## src/rtl/sprite_pkg.sv

```systemverilog
// sprite_pkg: shared constants and types for the indexed-sprite blit path.
//   Geometry of the sprite ROM and framebuffer, palette index width, the
//   transparent index, address widths and the blitter FSM state type.
package sprite_pkg;

  localparam int SPR_W  = 68;   // sprite width in pixels
  localparam int SPR_H  = 64;   // sprite height in pixels
  localparam int FB_W   = 320;  // framebuffer width in pixels
  localparam int FB_H   = 240;  // framebuffer height in pixels
  localparam int IDX_W  = 4;    // palette index width
  localparam int ROM_AW = 13;   // sprite ROM address width
  localparam int FB_AW  = 17;   // framebuffer address width

  localparam int SX_W   = $clog2(SPR_W);  // sprite column counter width
  localparam int SY_W   = $clog2(SPR_H);  // sprite row counter width
  localparam int POS_W  = 10;             // screen position input width
  localparam int CRD_W  = 11;             // screen coordinate width (no wrap)
  localparam int LIN_W  = FB_AW + 1;      // linear address scratch width

  typedef logic [IDX_W-1:0] pix_idx_t;

  localparam pix_idx_t TRANSP_IDX = '0;   // this index is never written

  typedef enum logic [1:0] {
    IDLE  = 2'd0,
    RUN   = 2'd1,
    DRAIN = 2'd2,
    DONE  = 2'd3
  } blit_state_t;

endpackage

```

## src/rtl/sprite_scan_counter.sv

```systemverilog
// sprite_scan_counter: raster counter over the sprite (sx fastest, then sy).
// Ports:
//   Clk, Reset   clock and synchronous active-high reset
//   i_clear      force sx = sy = 0 (start of a new sprite)
//   i_enable     advance one pixel
//   i_flip       mirror the column output
//   o_sx, o_sy   current raster position
//   o_col        ROM column for this pixel (mirrored when i_flip)
//   o_last       current position is the final pixel of the sprite
module sprite_scan_counter
  import sprite_pkg::*;
(
  input  logic            Clk,
  input  logic            Reset,
  input  logic            i_clear,
  input  logic            i_enable,
  input  logic            i_flip,
  output logic [SX_W-1:0] o_sx,
  output logic [SY_W-1:0] o_sy,
  output logic [SX_W-1:0] o_col,
  output logic            o_last
);

  logic [SX_W-1:0] r_sx;
  logic [SY_W-1:0] r_sy;
  logic            w_row_end;

  assign w_row_end = (r_sx == SX_W'(SPR_W - 1));

  always_ff @(posedge Clk) begin
    if (Reset || i_clear) begin
      r_sx <= '0;
      r_sy <= '0;
    end else if (i_enable) begin
      if (w_row_end) begin
        r_sx <= '0;
        // Row counter wraps after the last row so the counter idles at 0,0.
        r_sy <= (r_sy == SY_W'(SPR_H - 1)) ? '0 : r_sy + 1'b1;
      end else begin
        r_sx <= r_sx + 1'b1;
      end
    end
  end

  assign o_sx   = r_sx;
  assign o_sy   = r_sy;
  assign o_col  = i_flip ? (SX_W'(SPR_W - 1) - r_sx) : r_sx;
  assign o_last = w_row_end && (r_sy == SY_W'(SPR_H - 1));

endmodule

```

## src/rtl/sprite_blitter.sv

```systemverilog
// sprite_blitter: copies one sprite from the palette-index ROM into the
// indexed framebuffer at (pos_x, pos_y), skipping transparent pixels,
// clipping at the screen edge and optionally mirroring horizontally.
//
// Handshake: start is sampled only in IDLE; an accepted start latches
// pos_x/pos_y/flip_h. busy is high from the next cycle through the end of
// the pipeline drain; done then pulses for exactly one cycle with busy low.
// A start seen while busy or during done is dropped, not queued.
//
// Ports:
//   Clk, Reset          clock and synchronous active-high reset
//   start               blit request
//   pos_x, pos_y        top-left framebuffer position of the sprite
//   flip_h              mirror horizontally
//   busy, done          status
//   rom_address, rom_q  sprite ROM read port (1-cycle read latency)
//   fb_we, fb_addr,     framebuffer write port
//   fb_data
//   o_dbg_state         current FSM state
module sprite_blitter
  import sprite_pkg::*;
(
  input  logic               Clk,
  input  logic               Reset,
  input  logic               start,
  input  logic [POS_W-1:0]   pos_x,
  input  logic [POS_W-1:0]   pos_y,
  input  logic               flip_h,
  output logic               busy,
  output logic               done,
  output logic [ROM_AW-1:0]  rom_address,
  input  pix_idx_t           rom_q,
  output logic               fb_we,
  output logic [FB_AW-1:0]   fb_addr,
  output pix_idx_t           fb_data,
  output blit_state_t        o_dbg_state
);

  blit_state_t      r_state;
  blit_state_t      w_next;
  logic [POS_W-1:0] r_pos_x;
  logic [POS_W-1:0] r_pos_y;
  logic             r_flip;
  logic             r_drain;

  logic             w_accept;
  logic             w_run;
  logic [SX_W-1:0]  w_sx;
  logic [SY_W-1:0]  w_sy;
  logic [SX_W-1:0]  w_col;
  logic             w_last;

  assign w_accept = (r_state == IDLE) && start;
  assign w_run    = (r_state == RUN);

  sprite_scan_counter u_scan (
    .Clk      (Clk),
    .Reset    (Reset),
    .i_clear  (w_accept),
    .i_enable (w_run),
    .i_flip   (r_flip),
    .o_sx     (w_sx),
    .o_sy     (w_sy),
    .o_col    (w_col),
    .o_last   (w_last)
  );

  // ---------------- FSM ----------------
  always_ff @(posedge Clk) begin
    if (Reset) begin
      r_state <= IDLE;
      r_drain <= 1'b0;
      r_pos_x <= '0;
      r_pos_y <= '0;
      r_flip  <= 1'b0;
    end else begin
      r_state <= w_next;
      // Two-cycle drain: first DRAIN cycle sets the flag, second one exits.
      r_drain <= (r_state == DRAIN) ? ~r_drain : 1'b0;
      if (w_accept) begin
        r_pos_x <= pos_x;
        r_pos_y <= pos_y;
        r_flip  <= flip_h;
      end
    end
  end

  always_comb begin
    w_next = r_state;
    case (r_state)
      IDLE:    if (start)   w_next = RUN;
      RUN:     if (w_last)  w_next = DRAIN;
      DRAIN:   if (r_drain) w_next = DONE;
      DONE:                 w_next = IDLE;
      default:              w_next = IDLE;
    endcase
  end

  assign busy        = (r_state == RUN) || (r_state == DRAIN);
  assign done        = (r_state == DONE);
  assign o_dbg_state = r_state;

  // ---------------- ROM read (issued combinationally from the counter) ----
  logic [ROM_AW-1:0] w_rom_addr;
  assign w_rom_addr  = ROM_AW'(w_sy) * ROM_AW'(SPR_W) + ROM_AW'(w_col);
  assign rom_address = w_run ? w_rom_addr : '0;

  // ---------------- Stage 1: screen coordinate and visibility -------------
  logic [CRD_W-1:0] w_fx;
  logic [CRD_W-1:0] w_fy;
  logic             w_vis;
  logic             r_s1_valid;
  logic [CRD_W-1:0] r_s1_fx;
  logic [CRD_W-1:0] r_s1_fy;
  logic             r_s1_vis;

  // Coordinates are wide enough that pos + offset never wraps, so anything
  // past the right/bottom edge (including fully off-screen) is simply clipped.
  assign w_fx  = CRD_W'(r_pos_x) + CRD_W'(w_sx);
  assign w_fy  = CRD_W'(r_pos_y) + CRD_W'(w_sy);
  assign w_vis = (w_fx < CRD_W'(FB_W)) && (w_fy < CRD_W'(FB_H));

  always_ff @(posedge Clk) begin
    if (Reset) begin
      r_s1_valid <= 1'b0;
      r_s1_fx    <= '0;
      r_s1_fy    <= '0;
      r_s1_vis   <= 1'b0;
    end else begin
      r_s1_valid <= w_run;
      r_s1_fx    <= w_fx;
      r_s1_fy    <= w_fy;
      r_s1_vis   <= w_vis;
    end
  end

  // ---------------- Stage 2: framebuffer write (rom_q aligned here) -------
  logic [LIN_W-1:0] w_lin;
  logic             w_write;

  assign w_lin   = LIN_W'(r_s1_fy) * LIN_W'(FB_W) + LIN_W'(r_s1_fx);
  assign w_write = r_s1_valid && r_s1_vis && (rom_q != TRANSP_IDX);

  always_ff @(posedge Clk) begin
    if (Reset) begin
      fb_we   <= 1'b0;
      fb_addr <= '0;
      fb_data <= '0;
    end else begin
      fb_we <= w_write;
      // Address/data hold between writes; the linear address always fits
      // FB_AW bits whenever the pixel is visible.
      if (w_write) begin
        fb_addr <= FB_AW'(w_lin);
        fb_data <= rom_q;
      end
    end
  end

endmodule

```

## config.mk

```make
export PLATFORM = sky130hd
export DESIGN_NAME = sprite_blitter
export DESIGN_NICKNAME = d
export VERILOG_FILES = /design/src/rtl/sprite_pkg.sv /design/src/rtl/sprite_scan_counter.sv /design/src/rtl/sprite_blitter.sv
export SDC_FILE = /design/constraint.sdc
export NUM_CORES = 1
export LEC_CHECK = 0
export BUFFER_PORTS_ARGS = -buffer_cell sky130_fd_sc_hd__buf_2
export CAP_MARGIN = 25
export CORE_UTILIZATION = 58
export CTS_CLUSTER_SIZE = 10
export DETAILED_ROUTE_END_ITERATION = 16
export PLACE_DENSITY = 0.9
export SYNTH_ARGS = -nofsm -noshare
export SYNTH_HDL_FRONTEND = slang
export SYNTH_HIERARCHICAL = 1
export SYNTH_SLANG_ARGS = --single-unit
```

## constraint.sdc

```tcl
create_clock -name Clk -period 3.4 [get_ports Clk]
set_input_delay 0.17 -clock Clk [delete_from_list [all_inputs] [get_ports Clk]]
set_output_delay 0.17 -clock Clk [all_outputs]
set_load 0.02 [all_outputs]
```

# == Word-level counts from Yosys, hierarchy flattened ==
# Cells that the tools add are included.
# op_classes
n_mul,2
muxes,8
n_shift,0
order_cmp,2
eq_ne,8
n_reduce_logical,12
bitwise_logic,2
div,0
addsub,7
# op_table
cell,count
$add A17 B11 Y17,1
$mux W7,2
$add A13 B7 Y13,1
$mux W13,1
$add A10 B6 Y11,1
$add A10 B7 Y11,1
$lt A11 B8 Y1 const B,1
$lt A11 B9 Y1 const B,1
$mul A11 B3 Y11 const B,1
$mul A6 B5 Y11 const B,1
$pmux W2 S4,1
$add A7 B1 Y7 const B,1
$eq A7 B7 Y1 const B,1
$sub A7 B7 Y7 const A,1
$add A6 B1 Y6 const B,1
$eq A6 B6 Y1 const B,1
$mux W2,3
$mux W6,1
$logic_and A1 B1 Y1,5
$eq A2 B2 Y1 const B,2
$ne A2 B2 Y1 const B,2
$reduce_bool A4 Y1,1
$reduce_and A3 Y1,1
$eq A2 B1 Y1 const B,1
6 further kinds,8
# word_totals
regBits,83
ram_bits,0
latch_bits,0
romBits,0
memories,0

# == Depth between registers and ports, before layout ==
# Gate-level depths: netlist of the first run.
# logic_depth
depth_word,4
mapped_depth,12

# == Modules after synthesis ==
# The synthesis of the first run kept the hierarchy.
# by_module_without_submodules
module,cells_each,n_inst,seq_area_each_um2,area_per_inst_um2
sprite_blitter,483,1,1401.3,4117.7
sprite_scan_counter,97,1,260.2,819.5

# == Worst setup path before layout of the first run ==
# No wires, ideal clock.
# synth_timing
path_kind,flip-flop to flip-flop
startpoint,register r_s1_fy[1]
endpoint,register fb_addr[16]
period_less_slack_ps,2714
setup_time_ps,86
n_path_buf,0
t_arrival_ps,2628
required_time_ps,3314
stages_incl_launch_ff,12
slack_ps,686
cell_sequence,dfxtp_1 ha_1 ha_1 fa_1 ha_1 o21ai_1 a21oi_1 o21ai_0 and4bb_1 xnor2_1 xnor2_1 a211oi_1
# synth_between
elab_chain_len,2
# synth_rtl
item,line,source
"start, declared",sprite_blitter.sv:114,logic [CRD_W-1:0] r_s1_fy;
"start signal, assigned",sprite_blitter.sv:132,r_s1_fy <= w_fy;
$mul A11 B3 Y11,sprite_blitter.sv:141,assign w_lin = LIN_W'(r_s1_fy) * LIN_W'(FB_W) + LIN_W'(r_s1_fx);
$add A17 B11 Y17,sprite_blitter.sv:141,
"end signal, assigned",sprite_blitter.sv:154,fb_addr <= FB_AW'(w_lin);
"end, declared",sprite_blitter.sv:34,"output logic [FB_AW-1:0] fb_addr,"
# No other way between the ends.
# A chain may end at the register's enable or synchronous reset.

# == Worst setup path after layout of the first run ==
# layout_timing
startpoint,"register u_scan.r_sx[3], in the netlist u_scan/o_sx[3]"
endpoint,output rom_address[12]
# layout_between
elab_chain_len,4
# layout_rtl
item,line,source
"start, declared",sprite_scan_counter.sv:24,logic [SX_W-1:0] r_sx;
"start signal, assigned",sprite_scan_counter.sv:40,r_sx <= r_sx + 1'b1;
$sub A7 B7 Y7,sprite_scan_counter.sv:47,assign o_col = i_flip ? (SX_W'(SPR_W - 1) - r_sx) : r_sx;
$mux W7 *,sprite_scan_counter.sv:47,
net w_col[3],sprite_blitter.sv:50,logic [SX_W-1:0] w_col;
$add A13 B7 Y13 *,sprite_blitter.sv:105,assign w_rom_addr = ROM_AW'(w_sy) * ROM_AW'(SPR_W) + ROM_AW'(w_col);
$mux W13 *,sprite_blitter.sv:106,assign rom_address = w_run ? w_rom_addr : '0;
"end, declared",sprite_blitter.sv:31,"output logic [ROM_AW-1:0] rom_address,"
# Mark *: on every way through the listed nets, which the timed path passes. The rest lies on a longest branch.

==> flow_summary_export.csv, run 1 <==
group,metric,value,unit
setup_path,start_kind,"register",
floorplan,die_x,94.3,um
place,place_ws,0.322,ns
drt,drc,0,
setup_path,cp_slowest_cell,"dfxtp_4",
drt,wire_per_inst,14.5,um
synth,synth.most_common_cell,"nand2_1",
sta,slew_headroom,41.8,%
clock_network,numCtsBuffers,9,
setup_path,crit_family,"adder cells",
drt,ant_nets,0,
sta,fmax,0.316,GHz
worst_hold_path,hold_class,"in -> reg",
floorplan,rows,33,
floorplan,start_util,60.1,%
sta,tightestPinTransition,0.873,ns
clock_network,cts_tree,"yes",
cells_and_area,layout.nets,721,
synth,synth-seq-cells,83,
setup_path,crit_path_frequent_cell,"nor2_1",
cells_and_area,multi_input_area,3090,um^2
global_routing,groute.layer.met2.usage,46.3,%
clock_network,clock-sinks,83,
sta,setup_tns,0,ns
sta,rsz0062_at_grt,"no",
synth,synth.top_cell.area_share,33.7,%
cells_and_area,n_antenna_cell,0,
global_routing,overflow,0,
global_routing,busiest_layer,"met2",
synth,syn_area_per_cell,8.51,um^2
clock_network,clkLatencyLatePin,0.36,ns
place,placed_area,5320,um^2
cells_and_area,final_cells,746,
cells_and_area,filler_cell_count,672,
cells_and_area,fin_util,67.8,%
clock_network,clk_pin_slew_worst_paths,0.09,ns
clock_network,clock_path_buffers,2,
synth,yosysSeqAreaShare,33.7,%
place,gp_congestion,0.903,
synth,synth.area.top_cells,"dfxtp_1 34%, ha_1 13%, nand2_1 6.4%",
run,maxCapViolCount,0,
floorplan,dieHeight,94.3,um
global_routing,grtUsageMet1,29.6,%
power,finalPower,2.73,mW
place,dp_hpwl,7830,um
synth,synthTopCellsByCount,"84 x nand2_1, 83 x dfxtp_1, 61 x a21oi_1",
cells_and_area,drive_gt1_share,16.4,%
place,port_buffers,66,
cells_and_area,design_area,5570,um^2
floorplan,pin_count,67,
sta,slew_viol_final,0,
synth,synth_area_leader_cell,"dfxtp_1",
clock_network,h-tree-depth,3,
global_routing,gr-usage-met3,5.42,%
floorplan,design.die.area,8890,um^2
setup_path,critPathMaxFanout,5,
sta,setup_ws,0.232,ns
sta,whs,0.0353,ns
drt,dr.pass1.iters,5,
status,status,"complete, no violations",
sta,finalCriticalPeriod,3.17,ns
setup_path,cp.arrival,3.00,ns
sta,timing.final.crit_share,93.2,%
cells_and_area,syn_to_final_growth,12.8,%
clock_network,cts_root_buf,"clkbuf_8",
synth,synth_cells,580,
place,dp_cells,729,
drt,totalWireLength,10800,um
global_routing,antenna_found_initial,0,
global_routing,grt_max_degree,40,
sta,hold_viol,0,
clock_network,hold_buffers,0,
sta,skew,0.00812,ns
power,leakage,2.44,nW
power,ir_drop,0.388,mV
synth,async_flop_share,0,%
synth,synth_edf_count,0,
drt,vias,4282,
global_routing,grt_usage,25.9,%
power,power.density,491,nW/um^2
setup_path,cp.required,3.23,ns
setup_path,crit_type,"reg -> out",
setup_path,cp-end-kind,"output port",
setup_path,cpPeakStageDelay,0.37,ns
synth,ys_warn_count,6,
synth,synth_flop_cell,"dfxtp_1",
floorplan,core-area,8220,um^2
setup_path,worst-path-buf-inv,2,
synth,synth.distinct_cells,68,
synth,syn_area,4940,um^2
setup_path,crit_chain,"inv_1 > ha_2 > nand2_1 > o21ai_1 > fa_2 > a21o_1 > a21oi_1 > nor2b_1 > nor2_1 > nor2_1 > maj3_1 > and3_1 > buf_2",
drt,drt_first_iter_violations,229,
cells_and_area,seqCellArea,1670,um^2
synth,synth_nets,665,
global_routing,grt_pass1_vias,4135,
sta,setup_viol,0,
global_routing,grt_pass1_wl,18200,um
drt,viasPerCell,5.74,
sequential cells by signal, indices dropped and copies added, names as in the netlist:
name,flops
u_scan/o_sy,6
o_dbg_state,2
u_scan/o_sx,7
fb_we,1
r_s1_fy,11
r_pos_y,10
r_s1_vis,1
fb_addr,17
r_pos_x,10
r_s1_fx,11
r_flip,1
r_s1_valid,1
r_drain,1
fb_data,4
cell families (layout without fill, tap and decap cells):
group | count (synthesis) | in the layout | share of synthesized area [%]
AO/OA/AOI/OAI | 129 | 129 | 16.3
XOR/XNOR | 39 | 39 | 6.92
adder cells (fa/ha/maj) | 58 | 58 | 15.6
buffers and inverters | 46 | 107 | 3.78
flip-flops | 83 | 83 | 33.7
multiplexers | 5 | 5 | 1.04
AND/OR/NAND/NOR | 220 | 220 | 22.8
where the power goes:
group          total, mW  internal, mW  switching, mW
registers           1.18          1.08         0.0986
logic              0.730         0.283          0.447
clock network      0.824         0.429          0.395
layout make-up:
type,instances,share of cell area (%)
clock inverter,7,1.91
inverter,20,1.35
timing repair buffer,71,6.61
multi-input combinational,451,55.6
sequential,83,30.0
tap,105,2.36
clock buffer,9,2.22
timing repair:
item	4_1_cts	5_1_grt
endpoints found under the setup margin	1	1
endpoints found under the hold margin	0	0
pin swaps	0	1
cloned	0	0
buffers inserted	0	1
gates resized for setup	2	5
metal layers:
layer,wire length (um),share of wire [%],vias to the layer above
met4,225,2.1,0
li1,-,-,2134
met3,615,5.7,24
met1,4610,43,1979
met2,5340,49,145
met5,0,0,-
tightest hold or removal path, stage by stage:
cell and delay (ns):
buf_2 0.09, nand2_1 0.05, a21oi_1 0.05
final timing paths:
check,startpoint,endpoint,slack [ns],cells past startpoint
max,u_scan/o_sx[3],rom_address[12],0.23,13
min,pos_y[8],r_pos_y[8],0.04,3
max reg2reg,r_s1_fy[1],fb_addr[16],0.33,11
min reg2reg,r_s1_fx[0],fb_addr[0],0.44,2
layout by cell type (no fill, tap or decap), types with 13 or more instances in the layout:
| cell type | instances |
|---|---|
| nand2_1 | 84 |
| dfxtp_1 | 81 |
| buf_2 | 66 |
| a21oi_1 | 61 |
| ha_1 | 50 |
| nor2_1 | 44 |
| xnor2_1 | 23 |
| inv_1 | 20 |
| xor2_1 | 16 |
| nand3_1 | 15 |
| o21ai_0 | 15 |
| nor2b_1 | 13 |
Note: power is estimated with default switching activity, not from simulation.
==> run 2, diff against run 1 <==
Settings changed: HOLD_SLACK_MARGIN set to 0.06.
==> flow_summary_export.csv, run 2 (synthesized netlist as in run 1, its figures left out) <==
group,metric,value,unit
sta,timing.final.crit_share,93.0,%
sta,hold_viol,0,
cells_and_area,largest_reg_flops,17,
floorplan,pin_count,67,
clock_network,h-tree-depth,3,
setup_path,ff2ff_setup_slack,0.34,ns
cells_and_area,syn_to_final_growth,16.8,%
global_routing,grt_pass1_wl,18800,um
power,leakage,2.53,nW
drt,ant_nets,0,
sta,setup_viol,0,
global_routing,gr-usage-met3,5.58,%
drt,dr.pass1.iters,5,
global_routing,grt_pass1_vias,4278,
setup_path,cp.arrival,2.99,ns
worst_hold_path,hold_path.startpoint,"pos_y[9]",
clock_network,cts_root_buf,"clkbuf_8",
place,dp_hpwl,7830,um
cells_and_area,final_common_cell,"nand2_1",
setup_path,critPathMaxFanout,5,
sta,slew_viol_final,0,
sta,skew,0.00418,ns
power,ir_drop,0.386,mV
drt,wire_per_inst,14.5,um
sta,finalCriticalPeriod,3.16,ns
sta,rsz0062_at_grt,"no",
global_routing,grt_usage,26.8,%
floorplan,rows,33,
sta,slew_headroom,41.3,%
cells_and_area,largestRegisters,"fb_addr (17), r_s1_fx (11), r_s1_fy (11)",
floorplan,dieHeight,94.3,um
setup_path,cp.required,3.23,ns
setup_path,worstReg2RegEnd,"fb_addr[16]",
global_routing,overflow,0,
clock_network,numCtsBuffers,9,
global_routing,groute.layer.met2.usage,48.4,%
sta,fmax,0.316,GHz
floorplan,design.die.area,8890,um^2
floorplan,core-area,8220,um^2
setup_path,r2r-start,"r_s1_fy[1]",
global_routing,antenna_found_initial,0,
cells_and_area,layout_common_cells,"84 x nand2_1, 81 x dfxtp_1, 66 x buf_2, 61 x a21oi_1, 50 x ha_1",
run,maxCapViolCount,0,
cells_and_area,layout.nets,741,
place,gp_congestion,0.903,
setup_path,crit_type,"reg -> out",
cells_and_area,drive_gt1_share,15.7,%
cells_and_area,n_antenna_cell,0,
place,port_buffers,66,
clock_network,clock-sinks,83,
power,switchingPower,0.944,mW
sta,setup_tns,0,ns
cells_and_area,top_register,"fb_addr",
drt,drc,0,
cells_and_area,multi_input_area,3090,um^2
power,seqPwrFrac,42.9,%
power,netSwitchingFraction,34.3,%
power,p_clk_share,29.8,%
worst_hold_path,min_to,"r_pos_y[9]",
clock_network,post_cts_buffers,0,
setup_path,cp-end-kind,"output port",
cells_and_area,seqCellArea,1670,um^2
drt,vias,4384,
global_routing,grt_max_degree,40,
status,status,"complete, no violations",
drt,totalWireLength,11100,um
drt,drt_first_iter_violations,221,
floorplan,die_x,94.3,um
floorplan,start_util,60.1,%
clock_network,clock_path_buffers,2,
drt,viasPerCell,5.72,
sta,whs,0.0814,ns
sta,tightestPinTransition,0.880,ns
setup_path,start_kind,"register",
global_routing,grtUsageMet1,30.4,%
global_routing,busiest_layer,"met2",
power,internal_power,1.81,mW
clock_network,clkLatencyLatePin,0.36,ns
power,power.density,477,nW/um^2
cells_and_area,filler_cell_count,646,
worst_hold_path,whs_path_depth,3,
clock_network,clk_pin_slew_worst_paths,0.09,ns
clock_network,cts_tree,"yes",
setup_path,ff2ff_path_depth,11,
worst_hold_path,hold_class,"in -> reg",
power,combPwrFrac,27.3,%
## run 2: cell types whose count changed in the layout (fill, tap and decap cells not counted), sizes merged
cell         previous run  this run
buf                    71        70
dlygate4sd3             0        21
## run 2: layout make-up
class                   count  share of cell area [%]
well taps                 105                    2.28
inverters                  20                    1.30
flip-flops and latches     83                    28.9
clock buffers               9                    2.15
multi-input cells         451                    53.6
clock inverters             7                    1.84
repair buffers             91                    9.89
## run 2: power by group through the flow
| stage | clock network [mW] | registers (mW) | logic [mW] |
|---|---|---|---|
| after floorplan | 0 | 1.19 | 0.533 |
| after global placement | 0 | 1.20 | 0.691 |
| after detailed placement | 0 | 1.20 | 0.718 |
| after CTS | 0.833 | 1.18 | 0.747 |
| after global routing | 0.883 | 1.20 | 0.837 |
| final | 0.821 | 1.18 | 0.752 |
## run 2: layer usage
layer  vias up  wire (um)  part of all wire, %
li1       2175          -                    -
met1      2037       4710                   42
met2       146       5530                   50
met3        26        613                  5.5
met4         0        251                  2.3
met5         -          0                    0
## run 2: through the flow
| stage | setup slack [ns] | power (mW) | utilization (%) | std cells | cell area, um^2 |
|---|---|---|---|---|---|
| 6_report | 0.238 | 2.75 | 70.2 | 766 | 5770 |
| 5_1_grt | 0.00199 | 2.92 | 70.2 | 766 | 5770 |
| 4_1_cts | 0.0419 | 2.76 | 70.1 | 766 | 5760 |
| 3_5_place_dp | 0.322 | 1.92 | 64.7 | 729 | 5320 |
| 3_3_place_gp | 0.540 | 1.89 | 64.7 | 729 | 5320 |
| 2_1_floorplan | 0.686 | 1.73 | - | 580 | 4940 |
## run 2: how the worst max path moves through the flow
| stage | start | endpoint | slack (ns) | cells past startpoint |
|---|---|---|---|---|
| final | u_scan/o_sx[3] | rom_address[11] | 0.24 | 13 |
| after global routing | u_scan/o_sx[3] | rom_address[12] | 0.002 | 13 |
| after CTS | u_scan/o_sx[3] | rom_address[12] | 0.04 | 13 |
| after detailed placement | u_scan/o_sx[2] | rom_address[12] | 0.32 | 13 |
| after global placement | u_scan/o_sx[2] | rom_address[12] | 0.54 | 13 |
| after floorplan | r_s1_fy[1] | fb_addr[16] | 0.69 | 11 |
## run 2: timing repair
item / 4_1_cts / 5_1_grt
resized for setup: 2 / 4
endpoints found under the setup margin: 1 / 2
hold endpoints to repair: 21 / 0
pin swaps: 0 / 1
hold buffers: 21 / 0
## run 2: critical path, stage by stage (launching register included)
cell and delay (ns):
dfxtp_2 0.38, inv_1 0.09, ha_2 0.32, nand2_1 0.05, o21ai_1 0.16, ha_1 0.27
a21o_1 0.15, a21oi_1 0.22, o21bai_1 0.09, a21oi_1 0.32, nor3_1 0.12, xnor2_1 0.14
and2_1 0.16, buf_2 0.15
